<file path="config.mk">
export PLATFORM = sky130hd
export DESIGN_NAME = decode_stage_flat
export DESIGN_NICKNAME = d
export VERILOG_FILES = /design/src/rtl/decode_stage_pkg.sv /design/src/rtl/decode_stage_if.sv /design/src/rtl/decode_stage_decode_comb.sv /design/src/rtl/decode_stage.sv /design/src/flat_wrapper.sv
export SDC_FILE = /design/constraint.sdc
export NUM_CORES = 1
export LEC_CHECK = 0
export ABC_CLOCK_PERIOD_IN_PS = 2000
export CORE_MARGIN = 2
export CORE_UTILIZATION = 48
export DETAILED_ROUTE_END_ITERATION = 16
export PLACE_DENSITY_LB_ADDON = 0.08
export SETUP_SLACK_MARGIN = 0.3
export SYNTH_ARGS = -nofsm -noshare
export SYNTH_HDL_FRONTEND = slang
export SYNTH_SLANG_ARGS = --single-unit
</file>
<file path="constraint.sdc">
create_clock -name clk -period 2 [get_ports clk]
set_input_delay 0.6 -clock clk [delete_from_list [all_inputs] [get_ports clk]]
set_output_delay 0.6 -clock clk [all_outputs]
set_load 0.02 [all_outputs]
</file>
<file path="src/rtl/decode_stage_pkg.sv">
// Shared decode types: instruction flag struct, opcode/funct constants
// and the buffered entry layout used between decode and execute.
package decode_stage_pkg;

    localparam int XLEN  = 32;
    localparam int REG_W = 5;

    typedef struct packed {
        logic addi;
        logic add;
        logic beq;
    } instructions;

    localparam logic [6:0] OP_IMM  = 7'b0010011;
    localparam logic [6:0] OP      = 7'b0110011;
    localparam logic [6:0] BRANCH  = 7'b1100011;

    localparam logic [2:0] F3_ADDI = 3'b000;
    localparam logic [2:0] F3_ADD  = 3'b000;
    localparam logic [2:0] F3_BEQ  = 3'b000;
    localparam logic [6:0] F7_ADD  = 7'b0000000;

    typedef struct packed {
        logic [XLEN-1:0]  pc;
        instructions      dec;
        logic [REG_W-1:0] rs1;
        logic [REG_W-1:0] rs2;
        logic [REG_W-1:0] rd;
        logic [XLEN-1:0]  imm;
        logic             illegal;
    } dec_ent_t;

endpackage

</file>
<file path="src/rtl/decode_stage_if.sv">
// Fetch->decode->execute bundle: in_* valid/ready from fetch,
// out_* valid/ready to execute. master = environment, slave = stage.
interface decode_stage_if
    import decode_stage_pkg::*;
#(
    parameter int XLEN  = 32,
    parameter int REG_W = 5
) ();

    logic             in_valid;
    logic             in_ready;
    logic [XLEN-1:0]  in_pc;
    logic [31:0]      in_instr;

    logic             out_valid;
    logic             out_ready;
    logic [XLEN-1:0]  out_pc;
    instructions      out_dec;
    logic [REG_W-1:0] out_rs1;
    logic [REG_W-1:0] out_rs2;
    logic [REG_W-1:0] out_rd;
    logic [XLEN-1:0]  out_imm;
    logic             out_illegal;

    modport master (
        output in_valid, in_pc, in_instr, out_ready,
        input  in_ready, out_valid, out_pc, out_dec,
        input  out_rs1, out_rs2, out_rd, out_imm, out_illegal
    );

    modport slave (
        input  in_valid, in_pc, in_instr, out_ready,
        output in_ready, out_valid, out_pc, out_dec,
        output out_rs1, out_rs2, out_rd, out_imm, out_illegal
    );

endinterface

</file>
<file path="src/rtl/decode_stage_decode_comb.sv">
// Combinational decoder: instr -> flags, reg indices, imm, illegal.
// Ports: instr in; dec, rs1, rs2, rd, imm, illegal out.
module decode_comb
    import decode_stage_pkg::*;
#(
    parameter int XLEN  = 32,
    parameter int REG_W = 5
) (
    input  logic [31:0]      instr,
    output instructions      dec,
    output logic [REG_W-1:0] rs1,
    output logic [REG_W-1:0] rs2,
    output logic [REG_W-1:0] rd,
    output logic [XLEN-1:0]  imm,
    output logic             illegal
);

    logic [6:0] opc;
    logic [2:0] f3;
    logic [6:0] f7;
    logic       is_addi;
    logic       is_add;
    logic       is_beq;

    assign opc = instr[6:0];
    assign f3  = instr[14:12];
    assign f7  = instr[31:25];

    assign is_addi = (opc == OP_IMM) && (f3 == F3_ADDI);
    assign is_add  = (opc == OP) && (f3 == F3_ADD)
                  && (f7 == F7_ADD);
    assign is_beq  = (opc == BRANCH) && (f3 == F3_BEQ);

    // Illegal words keep their raw register fields; only flags
    // and imm are forced to zero.
    always_comb begin
        dec     = '0;
        illegal = 1'b0;
        imm     = '0;
        rs1     = instr[19:15];
        rs2     = instr[24:20];
        rd      = instr[11:7];
        unique case (1'b1)
            is_addi: begin
                dec.addi = 1'b1;
                rs2      = '0;
                imm      = {{(XLEN-12){instr[31]}},
                            instr[31:20]};
            end
            is_add: begin
                dec.add = 1'b1;
            end
            is_beq: begin
                dec.beq = 1'b1;
                rd      = '0;
                imm     = {{(XLEN-13){instr[31]}},
                           instr[31], instr[7],
                           instr[30:25], instr[11:8],
                           1'b0};
            end
            default: begin
                illegal = 1'b1;
            end
        endcase
    end

endmodule

</file>
<file path="src/rtl/decode_stage.sv">
// Decode stage with 2-entry (main + skid) elastic output buffer.
// Ports: clk, rstn (sync, active-high), flush, bus (slave).
module decode_stage
    import decode_stage_pkg::*;
#(
    parameter int XLEN  = 32,
    parameter int REG_W = 5
) (
    input  logic           clk,
    input  logic           rstn,
    input  logic           flush,
    decode_stage_if.slave  bus
);

    dec_ent_t ent_in;
    dec_ent_t main_e;
    dec_ent_t skid_e;
    logic     main_v;
    logic     skid_v;
    logic     acc;
    logic     drain;

    decode_comb #(
        .XLEN  (XLEN),
        .REG_W (REG_W)
    ) u_dec (
        .instr   (bus.in_instr),
        .dec     (ent_in.dec),
        .rs1     (ent_in.rs1),
        .rs2     (ent_in.rs2),
        .rd      (ent_in.rd),
        .imm     (ent_in.imm),
        .illegal (ent_in.illegal)
    );

    assign ent_in.pc = bus.in_pc;

    // Ready depends only on skid occupancy, so out_ready never
    // reaches in_ready combinationally.
    assign bus.in_ready = !skid_v && !rstn;

    assign acc   = bus.in_valid && bus.in_ready;
    assign drain = main_v && bus.out_ready;

    always_ff @(posedge clk) begin
        if (rstn) begin
            main_v <= 1'b0;
            skid_v <= 1'b0;
            main_e <= '0;
            skid_e <= '0;
        end else if (flush) begin
            main_v <= 1'b0;
            skid_v <= 1'b0;
        end else if (drain) begin
            // skid full implies no accept this cycle
            if (skid_v) begin
                main_e <= skid_e;
                skid_v <= 1'b0;
            end else if (acc) begin
                main_e <= ent_in;
            end else begin
                main_v <= 1'b0;
            end
        end else if (acc) begin
            if (main_v) begin
                skid_e <= ent_in;
                skid_v <= 1'b1;
            end else begin
                main_e <= ent_in;
                main_v <= 1'b1;
            end
        end
    end

    assign bus.out_valid   = main_v;
    assign bus.out_pc      = main_e.pc;
    assign bus.out_dec     = main_e.dec;
    assign bus.out_rs1     = main_e.rs1;
    assign bus.out_rs2     = main_e.rs2;
    assign bus.out_rd      = main_e.rd;
    assign bus.out_imm     = main_e.imm;
    assign bus.out_illegal = main_e.illegal;

endmodule

</file>
<file path="src/flat_wrapper.sv">
// flat-port wrapper written by rule: the top's interface ports become plain ports
module decode_stage_flat import decode_stage_pkg::*;
#(
    parameter int XLEN  = 32,
    parameter int REG_W = 5
)
  (clk, rstn, flush, bus_in_valid, bus_in_pc, bus_in_instr, bus_out_ready, bus_in_ready, bus_out_valid, bus_out_pc, bus_out_dec, bus_out_rs1, bus_out_rs2, bus_out_rd, bus_out_imm, bus_out_illegal);
  decode_stage_if #(.XLEN(XLEN), .REG_W(REG_W)) bus_i ();
  input  logic clk;
  input  logic rstn;
  input  logic flush;
  input wire logic [$bits(bus_i.in_valid)-1:0] bus_in_valid;
  input wire logic [$bits(bus_i.in_pc)-1:0] bus_in_pc;
  input wire logic [$bits(bus_i.in_instr)-1:0] bus_in_instr;
  input wire logic [$bits(bus_i.out_ready)-1:0] bus_out_ready;
  output wire logic [$bits(bus_i.in_ready)-1:0] bus_in_ready;
  output wire logic [$bits(bus_i.out_valid)-1:0] bus_out_valid;
  output wire logic [$bits(bus_i.out_pc)-1:0] bus_out_pc;
  output wire logic [$bits(bus_i.out_dec)-1:0] bus_out_dec;
  output wire logic [$bits(bus_i.out_rs1)-1:0] bus_out_rs1;
  output wire logic [$bits(bus_i.out_rs2)-1:0] bus_out_rs2;
  output wire logic [$bits(bus_i.out_rd)-1:0] bus_out_rd;
  output wire logic [$bits(bus_i.out_imm)-1:0] bus_out_imm;
  output wire logic [$bits(bus_i.out_illegal)-1:0] bus_out_illegal;
  assign bus_i.in_valid = bus_in_valid;
  assign bus_i.in_pc = bus_in_pc;
  assign bus_i.in_instr = bus_in_instr;
  assign bus_i.out_ready = bus_out_ready;
  assign bus_in_ready = bus_i.in_ready;
  assign bus_out_valid = bus_i.out_valid;
  assign bus_out_pc = bus_i.out_pc;
  assign bus_out_dec = bus_i.out_dec;
  assign bus_out_rs1 = bus_i.out_rs1;
  assign bus_out_rs2 = bus_i.out_rs2;
  assign bus_out_rd = bus_i.out_rd;
  assign bus_out_imm = bus_i.out_imm;
  assign bus_out_illegal = bus_i.out_illegal;
  decode_stage #(.XLEN(XLEN), .REG_W(REG_W)) u_core (.clk(clk), .rstn(rstn), .flush(flush), .bus(bus_i));
endmodule
</file>
# Word level (Yosys, flattened, before mapping)
# Cells that the tools add are included.
[totals]
romBits = 0
input_bits = 69
out_inout_bits = 85
regBits = 168
mem_count = 0
ram_bits = 0
elab_cells = 64
latchBits = 0
[classes]
shift = 0
addsub = 0
mul = 0
bitwise_logic = 2
div = 0
eq_ne = 6
reduce_logical = 20
n_lt_le_gt_ge = 0
muxes = 16
[op_table]
columns = ["operator", "count"]
rows = [
  ["83-bit 2-to-1 mux", 5],
  ["32-bit case mux with 2 select lines", 1],
  ["5-bit 2-to-1 mux", 2],
  ["1-bit 2-to-1 mux", 8],
  ["4-bit AND reduction", 2],
  ["7-bit by 5-bit == test with 1-bit output (second input constant)", 1],
  ["7-bit by 6-bit == test with 1-bit output (second input constant)", 1],
  ["7-bit == test (second input constant)", 1],
  ["1-bit logical AND", 7],
  ["7-bit logical NOT", 1],
  ["2-bit != test (second input constant)", 3],
  ["3-bit OR reduction", 2],
  ["2-bit nonzero test", 2],
  ["3-bit logical NOT", 1],
  ["3-bit AND reduction", 1],
  ["1-bit logical NOT", 2],
  ["1-bit inverter", 2],
  ["2-bit AND reduction", 1],
  ["2-bit OR reduction", 1],
]

# Depth between registers and ports, before layout
[depth]
word_depth = 8
depth_mapped = 8
mapped_depth_nobuf = 5

# Modules after synthesis
# A second synthesis with hierarchy kept.
[unflattened]
cells_unflattened = 811
hier_area_um2 = 7050.5
[modules_own_cells]
columns = ["module", "seq_area_each_um2", "cells_per_inst", "area_each_um2", "n_inst"]
rows = [
  ["decode_stage", 3363.2, 746, 6567.5, 1],
  ["decode_comb", 0.0, 65, 483.0, 1],
]

# Worst setup path after synthesis
# OpenSTA, ideal clock, no wires.
[synth_timing]
kind = "input to output"
from = "in rstn"
to = "out bus_in_ready"
path_buffers = 3
cell_stages = 4
setup_slack_ns = -0.084
arrival_ns = 1.484
t_required_ns = 1.400
path_cell_list = "buf_2 clkbuf_1 buf_1 nor2_1"
[synth_via]
elab_chain_len = 2
[synth_rtl]
columns = ["item", "line", "source"]
rows = [
  ["start: declaration", "flat_wrapper.sv:10", "input logic rstn;"],
  ["1-bit logical NOT", "decode_stage.sv:40", "assign bus.in_ready = !skid_v && !rstn;"],
  ["1-bit logical AND", "decode_stage.sv:40", ""],
  ["end: declaration", "flat_wrapper.sv:16", "output wire logic [$bits(bus_i.in_ready)-1:0] bus_in_ready;"],
]
# No other way between the ends.

# Final worst setup path
[layout_timing]
from = "in bus_in_instr[1]"
to = "reg u_core.main_e (netlist bit u_core.bus.out_dec[1])"
[layout_via]
elab_chain_len = 7
elab_cells_between_ends = 9
classes_between = "1 x eq/ne; 6 x mux; 2 x reduce/logical"
[layout_rtl]
columns = ["item", "line", "source"]
rows = [
  ["start: declaration", "flat_wrapper.sv:14", "input wire logic [$bits(bus_i.in_instr)-1:0] bus_in_instr;"],
  ["7-bit by 6-bit == test with 1-bit output *", "decode_stage_decode_comb.sv:30", "assign is_add = (opc == OP) && (f3 == F3_ADD)"],
  ["1-bit logical AND *", "decode_stage_decode_comb.sv:30", ""],
  ["1-bit logical AND *", "decode_stage_decode_comb.sv:31", "&& (f7 == F7_ADD);"],
  ["1-bit 2-to-1 mux *", "decode_stage_decode_comb.sv:43", "unique case (1'b1)"],
  ["83-bit 2-to-1 mux, on equally long branches", "decode_stage.sv:65, decode_stage.sv:59", ""],
  ["83-bit 2-to-1 mux, on equally long branches", "decode_stage.sv:64, decode_stage.sv:56", ""],
  ["83-bit 2-to-1 mux *", "decode_stage.sv:54", "end else if (drain) begin"],
  ["end signal: assignment", "decode_stage.sv:57", "main_e <= skid_e;"],
  ["end signal: assignment", "decode_stage.sv:60", "main_e <= ent_in;"],
  ["end signal: assignment", "decode_stage.sv:69", "main_e <= ent_in;"],
  ["end: declaration", "decode_stage.sv:16", "dec_ent_t main_e;"],
]
# Mark *: on every way between the ends. The rest lies on a longest branch, timed or not. The select of a mux whose other input is x is not followed.
# A chain may end at the register's enable or synchronous reset.

==> results.json <==
{
  "status": "finished clean",
  "vias": 5573,
  "syn_inst": 694,
  "startpoint_type": "input port",
  "cts-htree-levels": 4,
  "criticalPathCategory": "input port to register",
  "grt_pass1_wl_um": 25400,
  "num_antenna_cells": 0,
  "grtUsageTotal_pct": 27.1,
  "drive_gt1_share_pct": 20.1,
  "cpMostUsedCell": "a21oi_1",
  "holdBufCountCts": 0,
  "crit_family": "simple AND/OR/NAND/NOR gates",
  "flow.area_growth_from_synthesis_pct": 47.5,
  "final_cell_mix": "186 x nand2_1, 127 x dfxtp_1, 83 x a21oi_1",
  "fp.dieH_um": 110,
  "vias_per_cell": 5.57,
  "setup_violations": 0,
  "slew_viol_final": 0,
  "cpPeakStageDelay_ns": 0.45,
  "cts_tree": "built",
  "worstPathMaxFanout": 4,
  "drt_pass1_iterations": 5,
  "avgSynthCellArea_um2": 7.79,
  "placement.io_buffers": 153,
  "ant_nets": 0,
  "synth_area_leaders": "dfxtp_1 48%, nand2_1 13%, a21oi_1 7.8%",
  "grt_max_degree": 53,
  "antenna_found_initial": 0,
  "cp.required_ns": 2.35,
  "clkTransAtPathRegs_ns": 0.06,
  "start_util_pct": 49.4,
  "rsz0062_at_grt": "true",
  "drcViolationCount": 0,
  "fin_util_pct": 72.9,
  "die_w_um": 110,
  "grt-ovfl-total": 0,
  "yosys.area.top_type": "dfxtp_1",
  "ys_seq_elements": 130,
  "cts-root-buf": "clkbuf_16",
  "cellLeakagePower_nw": 3.08,
  "synth_fp_nets": 763,
  "clkLatencyLatePin_ns": 0.41,
  "final_common_cell": "nand2_1",
  "fin_ws_ns": 0.302,
  "synth_cell_type_count": 32,
  "worst_pin_slew_ns": 0.530,
  "finClkSkew_ns": 0.00709,
  "first_global_vias": 5332,
  "total_power_mw": 6.59,
  "core_area_um2": 10900,
  "hold_viol": 0,
  "timing.fmax_mhz": 589,
  "placed_cells": 957,
  "nets": 917,
  "gp_congestion": 0.862,
  "min_period_over_period_pct": 84.9,
  "detail_route.iter0.violations": 378,
  "powerDensity_nw_per_um2": 827,
  "yosysWarnings": 0,
  "cts.sinks": 130,
  "wirelength_um": 16200,
  "wl_per_cell_um": 16.1,
  "cap_violations": 0,
  "final_cells": 1001,
  "hp-class": "register to register",
  "stdcell_area_um2": 7970,
  "critical_path_buf_inv_count": 2,
  "cts_buffer_depth": 2,
  "crit_arrival_ns": 2.04,
  "slowest_stage": "clkdlybuf4s50_1",
  "min_period_ns": 1.70,
  "dieArea_um2": 12100,
  "netlist.area_leader.share_pct": 48.2,
  "hpwl_um": 10300,
  "cp_cell_sequence": "clkdlybuf4s50_1 -> and3b_1 -> nand2_2 -> buf_4 -> nor4_1 -> a21oi_1 -> a21oi_1",
  "rows": 38,
  "netlist_area_um2": 5400,
  "place_ws_ns": -0.311,
  "vdd_drop_max_v": 0.000795,
  "dpl_cell_area_um2": 7250,
  "io_pins": 154,
  "cts_buffers": 17,
  "slew_headroom_pct": 64.7,
  "seq_area_frac_synth_pct": 48.2,
  "end_kind": "register"
}
worst min-delay path, delay by kind of cell, from the launching register on:
family,cells,cell delay [ns]
DFF,1,0.31
and+or+nand+nor,1,0.05
AOI/OAI and AO/OA,1,0.05
cell type report:
type	instances	area, µm²
clock buffers	18	439
fillers	827	2970
multi-input cells	481	2440
repair buffers	215	2130
clock inverters	14	164
inverters	3	12.5
flip-flops and latches	130	2610
well taps	140	175
logic make-up after synthesis:
group,Yosys count,synth area share [%]
AOI/OAI and AO/OA,175,19.7
buffers and inverters,83,8.06
DFF,130,48.2
and+or+nand+nor,306,24.1
state kept, by name (all words and copies together) (netlist names):
signal and flops:
u_core.bus.out_pc 32, u_core.bus.out_valid 1, u_core.bus.out_illegal 1, u_core.bus.out_rs2 5, u_core.skid_e 64, u_core.bus.out_rd 5
u_core.bus.out_imm 13, u_core.bus.out_rs1 5, u_core.skid_v 1, u_core.bus.out_dec 3
through the flow:
step | setup TNS [ns] | hold WS (ns)
after global routing | 0 | 0.472
after detailed placement | -26.02 | 0.447
after CTS | 0 | 0.454
final | 0 | 0.454
after global placement | -19.36 | 0.441
after floorplan | 0 | 0.437
synthesized netlist by cell type:
cell and n:
a21boi_0 1, and3b_1 2, buf_4 26, a31oi_1 18
nor4_1 1, o21a_1 1, a311oi_1 37, nand3b_1 3
nand2_1 187, nand3_1 37, nor4_4 1, and3_1 2
o21ai_0 27, nor3b_2 1, o31a_1 1, inv_1 2
nor4_2 1, nand3_2 1, buf_1 3, or4_4 1
nor2_1 53, nor4b_1 1, clkinv_2 1, buf_2 20
a2111oi_0 1, or3_4 1, nor2_2 1, a21oi_1 84
a22oi_1 5, clkbuf_1 31, dfxtp_1 130, nor3_1 13
metal layers:
metal  vias to the layer above  GRT usage, %  part of all wire [%]
li1                       2684             -                     -
met5                         -             0                     0
met1                      2575          33.8                    42
met4                         0          13.0                   2.3
met3                        39          7.29                   8.2
met2                       275          43.3                    48
report_power, final:
group / internal [mW] / switching, mW / leakage (nW)
logic: 0.361 / 0.387 / 1.73
registers: 2.67 / 0.0457 / 1.06
clock network: 1.98 / 1.15 / 0.291
repair_timing:
action / CTS / global route
buffers inserted: 5 / 1
setup endpoints to repair: 212 / 114
pin swaps: 14 / 11
cloned: 6 / 0
resized for setup: 213 / 91
path summary, 6_finish.rpt:
kind	from	end	slack, ns	depth (start not counted)
max	bus_in_instr[1]	u_core.bus.out_dec[1]	0.30	7
min	u_core.skid_e[69]	u_core.skid_e[69]	0.45	2
max reg2reg	u_core.skid_v	u_core.bus.out_pc[23]	0.41	7
min reg2reg	u_core.skid_e[69]	u_core.skid_e[69]	0.45	2
(Power assumes the default switching activity.)
